## src/rtl/inst_fetch_if.sv

```systemverilog
// Fetch-unit bus: ROM port, redirect input and the decode-side instruction handshake.
// master = fetch unit, slave = ROM/decode environment.
interface inst_fetch_if;
  logic [31:0] rom_addr;
  logic        rom_en;
  logic [31:0] rom_data;
  logic        redirect_valid;
  logic [31:0] redirect_pc;
  logic        inst_valid;
  logic        inst_ready;
  logic [31:0] inst;
  logic [31:0] inst_pc;
  logic        halted;
  logic        fault;

  modport master (
    output rom_addr, rom_en, inst_valid, inst, inst_pc, halted, fault,
    input  rom_data, redirect_valid, redirect_pc, inst_ready
  );

  modport slave (
    input  rom_addr, rom_en, inst_valid, inst, inst_pc, halted, fault,
    output rom_data, redirect_valid, redirect_pc, inst_ready
  );
endinterface

```

## src/rtl/inst_fetch.sv

```systemverilog
// Instruction fetch: pc register, 2-entry {pc, word} FIFO toward decode, RUN/HALT control
// with ebreak and fault stops, redirect flush.
module inst_fetch #(
  parameter logic [31:0] RESET_PC  = 32'h0000_0000,
  parameter int unsigned ROM_BYTES = 4096
) (
  input logic         clk,
  input logic         rst,
  inst_fetch_if.master bus
);

  localparam logic [31:0] EBREAK    = 32'h0010_0073;
  localparam logic [32:0] ROM_LIMIT = 33'(ROM_BYTES);

  typedef enum logic {StRun, StHalt} state_e;

  state_e      r_state;
  logic [31:0] r_pc;
  logic [1:0]  r_count;
  logic [31:0] r_head_pc;
  logic [31:0] r_head_word;
  logic [31:0] r_tail_pc;
  logic [31:0] r_tail_word;
  logic        r_fault;

  logic w_in_range;
  logic w_aligned;
  logic w_pop;
  logic w_push;

  // 33-bit sum so a pc near 2^32 cannot wrap into the legal range.
  assign w_in_range = ({1'b0, r_pc} + 33'd3) < ROM_LIMIT;
  assign w_aligned  = (r_pc[1:0] == 2'b00);
  assign w_pop      = (r_count != 2'd0) && bus.inst_ready;
  assign w_push     = !rst && (r_state == StRun) && w_in_range && w_aligned &&
                      ((r_count != 2'd2) || w_pop);

  assign bus.rom_addr   = r_pc;
  assign bus.rom_en     = w_push;
  assign bus.inst_valid = (r_count != 2'd0);
  assign bus.inst       = r_head_word;
  assign bus.inst_pc    = r_head_pc;
  assign bus.halted     = (r_state == StHalt);
  assign bus.fault      = r_fault;

  always_ff @(posedge clk or posedge rst) begin
    if (rst) begin
      r_state     <= StRun;
      r_pc        <= RESET_PC;
      r_count     <= 2'd0;
      r_head_pc   <= 32'd0;
      r_head_word <= 32'd0;
      r_tail_pc   <= 32'd0;
      r_tail_word <= 32'd0;
      r_fault     <= 1'b0;
    end else if (bus.redirect_valid) begin
      r_count <= 2'd0;
      r_pc    <= bus.redirect_pc;
      r_state <= StRun;
      r_fault <= 1'b0;
    end else begin
      case ({w_push, w_pop})
        2'b10: begin
          if (r_count == 2'd0) begin
            r_head_pc   <= r_pc;
            r_head_word <= bus.rom_data;
          end else begin
            r_tail_pc   <= r_pc;
            r_tail_word <= bus.rom_data;
          end
          r_count <= r_count + 2'd1;
        end
        2'b01: begin
          r_head_pc   <= r_tail_pc;
          r_head_word <= r_tail_word;
          r_count     <= r_count - 2'd1;
        end
        2'b11: begin
          if (r_count == 2'd1) begin
            r_head_pc   <= r_pc;
            r_head_word <= bus.rom_data;
          end else begin
            r_head_pc   <= r_tail_pc;
            r_head_word <= r_tail_word;
            r_tail_pc   <= r_pc;
            r_tail_word <= bus.rom_data;
          end
        end
        default: ;
      endcase

      if (w_push) begin
        r_pc <= r_pc + 32'd4;
        if (bus.rom_data == EBREAK) r_state <= StHalt;
      end else if ((r_state == StRun) && !(w_in_range && w_aligned)) begin
        r_state <= StHalt;
        r_fault <= 1'b1;
      end
    end
  end

endmodule

```

## src/flat_wrapper.sv

```systemverilog
// flat-port wrapper written by rule: the top's interface ports become plain ports
module inst_fetch_flat 
#(
  parameter logic [31:0] RESET_PC  = 32'h0000_0000,
  parameter int unsigned ROM_BYTES = 4096
)
  (clk, rst, bus_rom_addr, bus_rom_en, bus_inst_valid, bus_inst, bus_inst_pc, bus_halted, bus_fault, bus_rom_data, bus_redirect_valid, bus_redirect_pc, bus_inst_ready);
  inst_fetch_if bus_i ();
  input logic clk;
  input logic rst;
  output wire logic [$bits(bus_i.rom_addr)-1:0] bus_rom_addr;
  output wire logic [$bits(bus_i.rom_en)-1:0] bus_rom_en;
  output wire logic [$bits(bus_i.inst_valid)-1:0] bus_inst_valid;
  output wire logic [$bits(bus_i.inst)-1:0] bus_inst;
  output wire logic [$bits(bus_i.inst_pc)-1:0] bus_inst_pc;
  output wire logic [$bits(bus_i.halted)-1:0] bus_halted;
  output wire logic [$bits(bus_i.fault)-1:0] bus_fault;
  input wire logic [$bits(bus_i.rom_data)-1:0] bus_rom_data;
  input wire logic [$bits(bus_i.redirect_valid)-1:0] bus_redirect_valid;
  input wire logic [$bits(bus_i.redirect_pc)-1:0] bus_redirect_pc;
  input wire logic [$bits(bus_i.inst_ready)-1:0] bus_inst_ready;
  assign bus_rom_addr = bus_i.rom_addr;
  assign bus_rom_en = bus_i.rom_en;
  assign bus_inst_valid = bus_i.inst_valid;
  assign bus_inst = bus_i.inst;
  assign bus_inst_pc = bus_i.inst_pc;
  assign bus_halted = bus_i.halted;
  assign bus_fault = bus_i.fault;
  assign bus_i.rom_data = bus_rom_data;
  assign bus_i.redirect_valid = bus_redirect_valid;
  assign bus_i.redirect_pc = bus_redirect_pc;
  assign bus_i.inst_ready = bus_inst_ready;
  inst_fetch #(.RESET_PC(RESET_PC), .ROM_BYTES(ROM_BYTES)) u_core (.clk(clk), .rst(rst), .bus(bus_i));
endmodule
```

## config.mk

```make
export PLATFORM = sky130hd
export DESIGN_NAME = inst_fetch_flat
export DESIGN_NICKNAME = d
export VERILOG_FILES = /design/src/rtl/inst_fetch_if.sv /design/src/rtl/inst_fetch.sv /design/src/flat_wrapper.sv
export SDC_FILE = /design/constraint.sdc
export NUM_CORES = 1
export LEC_CHECK = 0
export ABC_CLOCK_PERIOD_IN_PS = 9300
export CORE_UTILIZATION = 30
export DETAILED_ROUTE_END_ITERATION = 12
export PLACE_DENSITY_LB_ADDON = 0.25
export SYNTH_ARGS = -nofsm -noshare
export SYNTH_HDL_FRONTEND = slang
export SYNTH_SLANG_ARGS = --single-unit
```

## constraint.sdc

```tcl
create_clock -name clk -period 9.3 [get_ports clk]
set_input_delay 2.325 -clock clk [delete_from_list [all_inputs] [get_ports clk]]
set_output_delay 2.325 -clock clk [all_outputs]
set_load 0.02 [all_outputs]
```

==> impl_metrics.py, run 1 <==
metrics = {
    "run_status": {
        "status": "complete, no violations",
    },
    "global_routing": {
        "grt_use_total": 0.157,
        "grt_overflow": 0,
        "grt_pass1_vias": 5615,
        "grt_max_degree": 71,
        "antenna_found_initial": 0,
        "grt_first_pass_wirelength_mm": 30.5,
    },
    "logic_synthesis": {
        "synthArstFlopShare": 1.00,
        "yosysUniqueCellTypes": 56,
        "synth_edf_count": 0,
        "syn_inst": 556,
        "ys_ff_latch": 164,
        "synth_common_cells": "dfrtp_1, o221a_2, nand2b_1, mux2_4, mux2_2",
        "ys_seq_area_frac": 0.559,
        "synth.avg_cell_area_um2": 13.2,
        "yosys.area.top_type_share": 0.559,
        "yosysMostFrequentCell": "dfrtp_1",
        "syn_area_um2": 7340,
        "synth_area_leaders": "dfrtp_1, o221a_2, mux2_4, mux2_2, nand2b_1",
        "yosys_warnings": 0,
        "yosys.area.top_type": "dfrtp_1",
        "synth_fp_nets": 628,
        "ys.flop_type": "dfrtp_1",
    },
    "detailed_routing": {
        "wl_per_cell_um": 17.9,
        "drc": 0,
        "via_count": 5290,
        "dr.pass1.iters": 4,
        "postRouteAntennaNets": 0,
        "drtIter0Drc": 263,
        "avgViaCountPerCell": 5.06,
        "wl_mm": 18.7,
    },
    "min_path": {
        "hold_path_class": "reg -> reg",
    },
    "floorplanning": {
        "boundaryPins": 168,
        "initial_core_util": 0.309,
        "die_x_um": 158,
        "rows": 56,
        "die_y_um": 158,
        "design.core.area_um2": 23800,
        "die-area_um2": 25100,
    },
    "timing": {
        "slew_violations": 0,
        "fin_skew_ps": 12.9,
        "fin_tns_setup_ps": 0,
        "slew_headroom": 0.293,
        "period_share": 0.782,
        "finalHoldViolCount": 0,
        "fin_hold_ws_ps": 491,
        "fin_crit_ps": 7270,
        "final.setup.worst_slack_ps": 2030,
        "setup_violations": 0,
        "max_freq_ghz": 0.138,
        "rsz0062_at_grt": "no",
        "worstMarginPinSlew_ps": 1060,
    },
    "clocking": {
        "cts.root.buffer_cell": "clkbuf_16",
        "postCtsHoldBufs": 0,
        "cts_tree": "done",
        "htree_levels": 4,
        "clock_latency_ps": 420,
        "max-clock-path-buffers": 2,
        "cts_setup_buffers": 0,
        "cts_buffers": 17,
        "clkSlewWorstSetupHoldPaths_ps": 60,
        "ctsResizeCount": 0,
        "clock-sinks": 164,
    },
    "setup_path": {
        "worstPathCellList": "clkdlybuf4s50_1 -> clkinvlp_4 -> o21ai_0 -> nor2_1 -> nand3_1 -> inv_1 -> clkdlybuf4s50_1",
        "slowest_stage": "clkdlybuf4s50_1",
        "cp_top_family": "buffers and inverters",
        "start_kind": "input pin",
        "path_common_cell": "clkdlybuf4s50_1",
        "cp-end-kind": "output port",
        "setup.worst_path.class": "in -> out",
        "required_ps": 6980,
        "slowest_delay_ps": 620,
        "crit_buf_inv": 4,
        "cp.arrival_ps": 4950,
        "crit_fanout": 27,
    },
    "finish": {
        "drive_gt1_frac": 0.256,
        "syn_to_final_growth_pct": 35.5,
        "antenna_cells": 0,
        "fin_nets": 786,
        "nFillCells": 2196,
    },
    "placed_design": {
        "gp_congestion": 0.804,
        "place_ws_ps": 2020,
        "post-dp-hpwl_mm": 12.6,
        "port_buffers": 167,
    },
    "power_and_ir_drop": {
        "power_density_nw_per_um2": 271,
        "p_leak_nw": 4.18,
        "fin_total_pwr_w": 0.00270,
        "ir_worst_vdd_v": 0.000112,
    },
    "run": {
        "maxCapViolations": 0,
    },
}
layer usage:
layer / track usage / wire length [µm] / vias up
li1: - / - / 2409
met1: 0.216 / 8910 / 2691
met2: 0.241 / 8530 / 164
met3: 0.0367 / 1010 / 26
met4: 0.0549 / 275 / 0
met5: 0 / 0 / -
cells by family (layout without fill, tap and decap cells):
| kind of cell | Yosys count | in the layout | synth area share |
|---|---|---|---|
| buffers and inverters | 46 | 217 | 0.0295 |
| multiplexers | 70 | 70 | 0.126 |
| adder cells (fa/ha/maj) | 4 | 4 | 0.00682 |
| flip-flops | 164 | 164 | 0.559 |
| AO/OA/AOI/OAI | 107 | 107 | 0.139 |
| AND/OR/NAND/NOR | 158 | 158 | 0.132 |
| XOR/XNOR | 7 | 7 | 0.00835 |
worst paths after layout:
kind | start | endpoint | slack, ps | depth (start not counted)
worst max-delay path | rst | bus_rom_en | 2030 | 7
worst min-delay path | u_core.r_tail_pc[13]$_DFFE_PP0P_ | u_core.r_tail_pc[13]$_DFFE_PP0P_ | 490 | 1
worst max register to register | u_core.bus.rom_addr[14]$_DFFE_PP0P_ | u_core.bus.inst_pc[4]$_DFFE_PP0P_ | 5040 | 9
worst min register to register | u_core.r_tail_pc[13]$_DFFE_PP0P_ | u_core.r_tail_pc[13]$_DFFE_PP0P_ | 490 | 1
max in group asynchronous | rst | u_core.bus.rom_addr[0]$_DFFE_PP0P_ | 5600 | 3
min in group asynchronous | rst | u_core.bus.halted$_DFFE_PP0P_ | 2400 | 2
report_power, final:
| group | leakage (nW) | switching (W) | internal (W) |
|---|---|---|---|
| Sequential | 2.08 | 0.000123 | 0.000876 |
| Combinational | 1.80 | 0.000428 | 0.000522 |
| Clock | 0.297 | 0.000304 | 0.000444 |
| Total | 4.18 | 0.000855 | 0.00184 |
layout make-up:
type | instances | area [µm²] | share of cell area
Clock buffer | 20 | 457 | 0.0459
Clock inverter | 12 | 170 | 0.0171
Inverter | 11 | 45.0 | 0.00453
Multi-Input combinational cell | 346 | 3050 | 0.307
Sequential cell | 164 | 4100 | 0.412
Tap cell | 319 | 399 | 0.0401
Timing Repair Buffer | 174 | 1720 | 0.173
stage by stage:
step	area, µm²	std cells	util
2_1_floorplan	7350	556	-
3_3_place_gp	9330	1014	0.393
3_5_place_dp	9330	1014	0.393
4_1_cts	9950	1046	0.419
5_1_grt	9950	1046	0.419
6_report	9950	1046	0.419
placed cells by master (no fill, tap or decap), drive strengths merged, types with 4 or more instances in the layout:
cell / netlist / layout
clkdlybuf4s50: 0 / 167
dfrtp: 164 / 164
mux2: 67 / 67
o221a: 65 / 65
nand2b: 42 / 42
and2: 22 / 22
clkbuf: 19 / 20
nand2: 19 / 19
nor2: 16 / 16
inv: 11 / 14
o21ai: 13 / 13
nand4: 13 / 13
nand3: 9 / 9
nor4: 9 / 9
nor3: 8 / 8
buf: 16 / 7
xnor2: 6 / 6
a31oi: 6 / 6
or3: 6 / 6
clkinvlp: 0 / 4
ha: 4 / 4
a41oi: 4 / 4
nor4b: 4 / 4
a21oi: 4 / 4
state kept, by name (all words and copies together), names as in the netlist:
register             cells
u_core.bus.rom_addr     32
u_core.r_count           2
u_core.bus.inst         32
u_core.bus.inst_pc      32
u_core.bus.halted        1
u_core.r_tail_word      32
u_core.r_tail_pc        32
u_core.bus.fault         1
Note: power is estimated with default switching activity, not from simulation.
==> inputs of run 2 (changes only) <==
--- a/config.mk
+++ b/config.mk
@@ -5,7 +5,7 @@
 export SDC_FILE = /design/constraint.sdc
 export NUM_CORES = 1
 export LEC_CHECK = 0
-export ABC_CLOCK_PERIOD_IN_PS = 9300
+export ABC_CLOCK_PERIOD_IN_PS = 7600
 export CORE_UTILIZATION = 30
 export DETAILED_ROUTE_END_ITERATION = 12
 export PLACE_DENSITY_LB_ADDON = 0.25
==> constraint.sdc (replaced) <==
create_clock -name clk -period 7.6 [get_ports clk]
set_input_delay 1.9 -clock clk [delete_from_list [all_inputs] [get_ports clk]]
set_output_delay 1.9 -clock clk [all_outputs]
set_load 0.02 [all_outputs]
==> impl_metrics.py, run 2 (synthesized netlist as in run 1, its figures left out) <==
metrics = {
    "timing": {
        "setup_violations": 0,
        "fin_skew_ps": 8.94,
        "worstMarginPinSlew_ps": 1120,
        "slew_headroom": 0.257,
        "finalHoldViolCount": 0,
        "fin_tns_setup_ps": 0,
        "rsz0062_at_grt": "no",
        "fin_hold_ws_ps": 487,
        "period_share": 0.825,
        "fin_crit_ps": 6270,
        "max_freq_ghz": 0.159,
        "slew_violations": 0,
    },
    "setup_path": {
        "crit_buf_inv": 3,
        "cp-end-kind": "output port",
        "cp_top_family": "buffers and inverters",
        "slowest_stage": "clkdlybuf4s50_1",
        "setup.worst_path.class": "in -> out",
        "crit_fanout": 6,
        "path_common_cell": "clkdlybuf4s50_1",
        "slowest_delay_ps": 630,
        "cp.arrival_ps": 4370,
        "rrSetupSlack_ps": 3330,
        "start_kind": "input pin",
        "required_ps": 5700,
        "worstPathCellList": "clkdlybuf4s50_1 -> nor2b_1 -> o21ai_0 -> nor2_1 -> nand3_1 -> inv_1 -> clkdlybuf4s50_1",
    },
    "min_path": {
        "hold_path_class": "reg -> reg",
    },
    "finish": {
        "design_area_um2": 9930,
        "final_cell_mix": "clkdlybuf4s50_1, dfrtp_1, o221a_2",
        "fin_nets": 786,
        "syn_to_final_growth_pct": 35.2,
        "final_common_cell": "clkdlybuf4s50_1",
        "antenna_cells": 0,
        "drive_gt1_frac": 0.257,
    },
    "detailed_routing": {
        "wl_per_cell_um": 17.8,
        "drc": 0,
        "wl_mm": 18.6,
        "drtIter0Drc": 339,
        "avgViaCountPerCell": 5.04,
        "dr.pass1.iters": 5,
        "postRouteAntennaNets": 0,
        "via_count": 5270,
    },
    "power_and_ir_drop": {
        "ir_worst_vdd_v": 0.000130,
        "power_density_nw_per_um2": 328,
        "p_leak_nw": 4.18,
    },
    "global_routing": {
        "grt_overflow": 0,
        "grt_pass1_vias": 5604,
        "grt_use_met2": 0.248,
        "grt_max_degree": 91,
        "grt_use_met1": 0.204,
        "grt.busiest_layer": "met2",
        "grt_first_pass_wirelength_mm": 30.5,
        "antenna_found_initial": 0,
        "grt_use_total": 0.157,
        "met3_usage": 0.0495,
    },
    "floorplanning": {
        "boundaryPins": 168,
        "initial_core_util": 0.309,
        "design.core.area_um2": 23800,
        "rows": 56,
        "die_y_um": 158,
        "die_x_um": 158,
        "die-area_um2": 25100,
    },
    "placed_design": {
        "port_buffers": 167,
        "gp_congestion": 0.831,
        "post-dp-hpwl_mm": 12.3,
        "placed_cell_area_um2": 9330,
    },
    "clocking": {
        "clkSlewWorstSetupHoldPaths_ps": 70,
        "htree_levels": 4,
        "ctsResizeCount": 0,
        "cts_tree": "done",
        "cts_buffers": 17,
        "clock-sinks": 164,
        "max-clock-path-buffers": 2,
        "cts_setup_buffers": 0,
        "postCtsHoldBufs": 0,
        "clock_latency_ps": 420,
        "cts.root.buffer_cell": "clkbuf_16",
    },
    "run": {
        "maxCapViolations": 0,
    },
    "run_status": {
        "status": "complete, no violations",
    },
}
## run 2: changes by cell type in the layout (fill, tap and decap cells not counted), sizes merged
cell,change
clkinvlp,-1
inv,+6
clkbuf,-3
bufinv,-2
## run 2: path summary, 6_finish.rpt
kind	start	endpoint	cells past startpoint
worst max-delay path	bus_inst_ready	bus_rom_en	7
worst min-delay path	u_core.r_tail_pc[16]$_DFFE_PP0P_	u_core.r_tail_pc[16]$_DFFE_PP0P_	1
worst max register to register	u_core.bus.rom_addr[2]$_DFFE_PP0P_	u_core.bus.inst_pc[10]$_DFFE_PP0P_	10
worst min register to register	u_core.r_tail_pc[16]$_DFFE_PP0P_	u_core.r_tail_pc[16]$_DFFE_PP0P_	1
max in group asynchronous	rst	u_core.r_tail_pc[13]$_DFFE_PP0P_	4
min in group asynchronous	rst	u_core.bus.fault$_DFFE_PP0P_	3
## run 2: area by class of cell
type	instances	area [µm²]
Fill cell	2169	13800
Tap cell	319	399
Timing Repair Buffer	174	1720
Sequential cell	164	4100
Clock inverter	15	178
Inverter	11	45.0
Clock buffer	17	425
Multi-Input combinational cell	346	3050
## run 2: power by group
group / leakage, nW / switching (W) / internal (W)
Clock: 0.291 / 0.000408 / 0.000473
Sequential: 2.08 / 0.000150 / 0.00107
Combinational: 1.80 / 0.000520 / 0.000639
Total: 4.18 / 0.00108 / 0.00218
## run 2: metrics by stage
stage               cells  power [W]   util  worst slack [ps]
global route         1046    0.00345  0.418              1230
detailed placement   1014    0.00241  0.393              1400
floorplan             556    0.00186      -               568
finish               1046    0.00326  0.418              1330
CTS                  1046    0.00331  0.418              1360
global placement     1014    0.00239  0.393              1460
## run 2: per-layer routing
layer | part of all wire | routed length (µm)
met5 | 0 | 0
met4 | 0.014 | 255
met3 | 0.070 | 1310
met2 | 0.47 | 8750
met1 | 0.45 | 8310
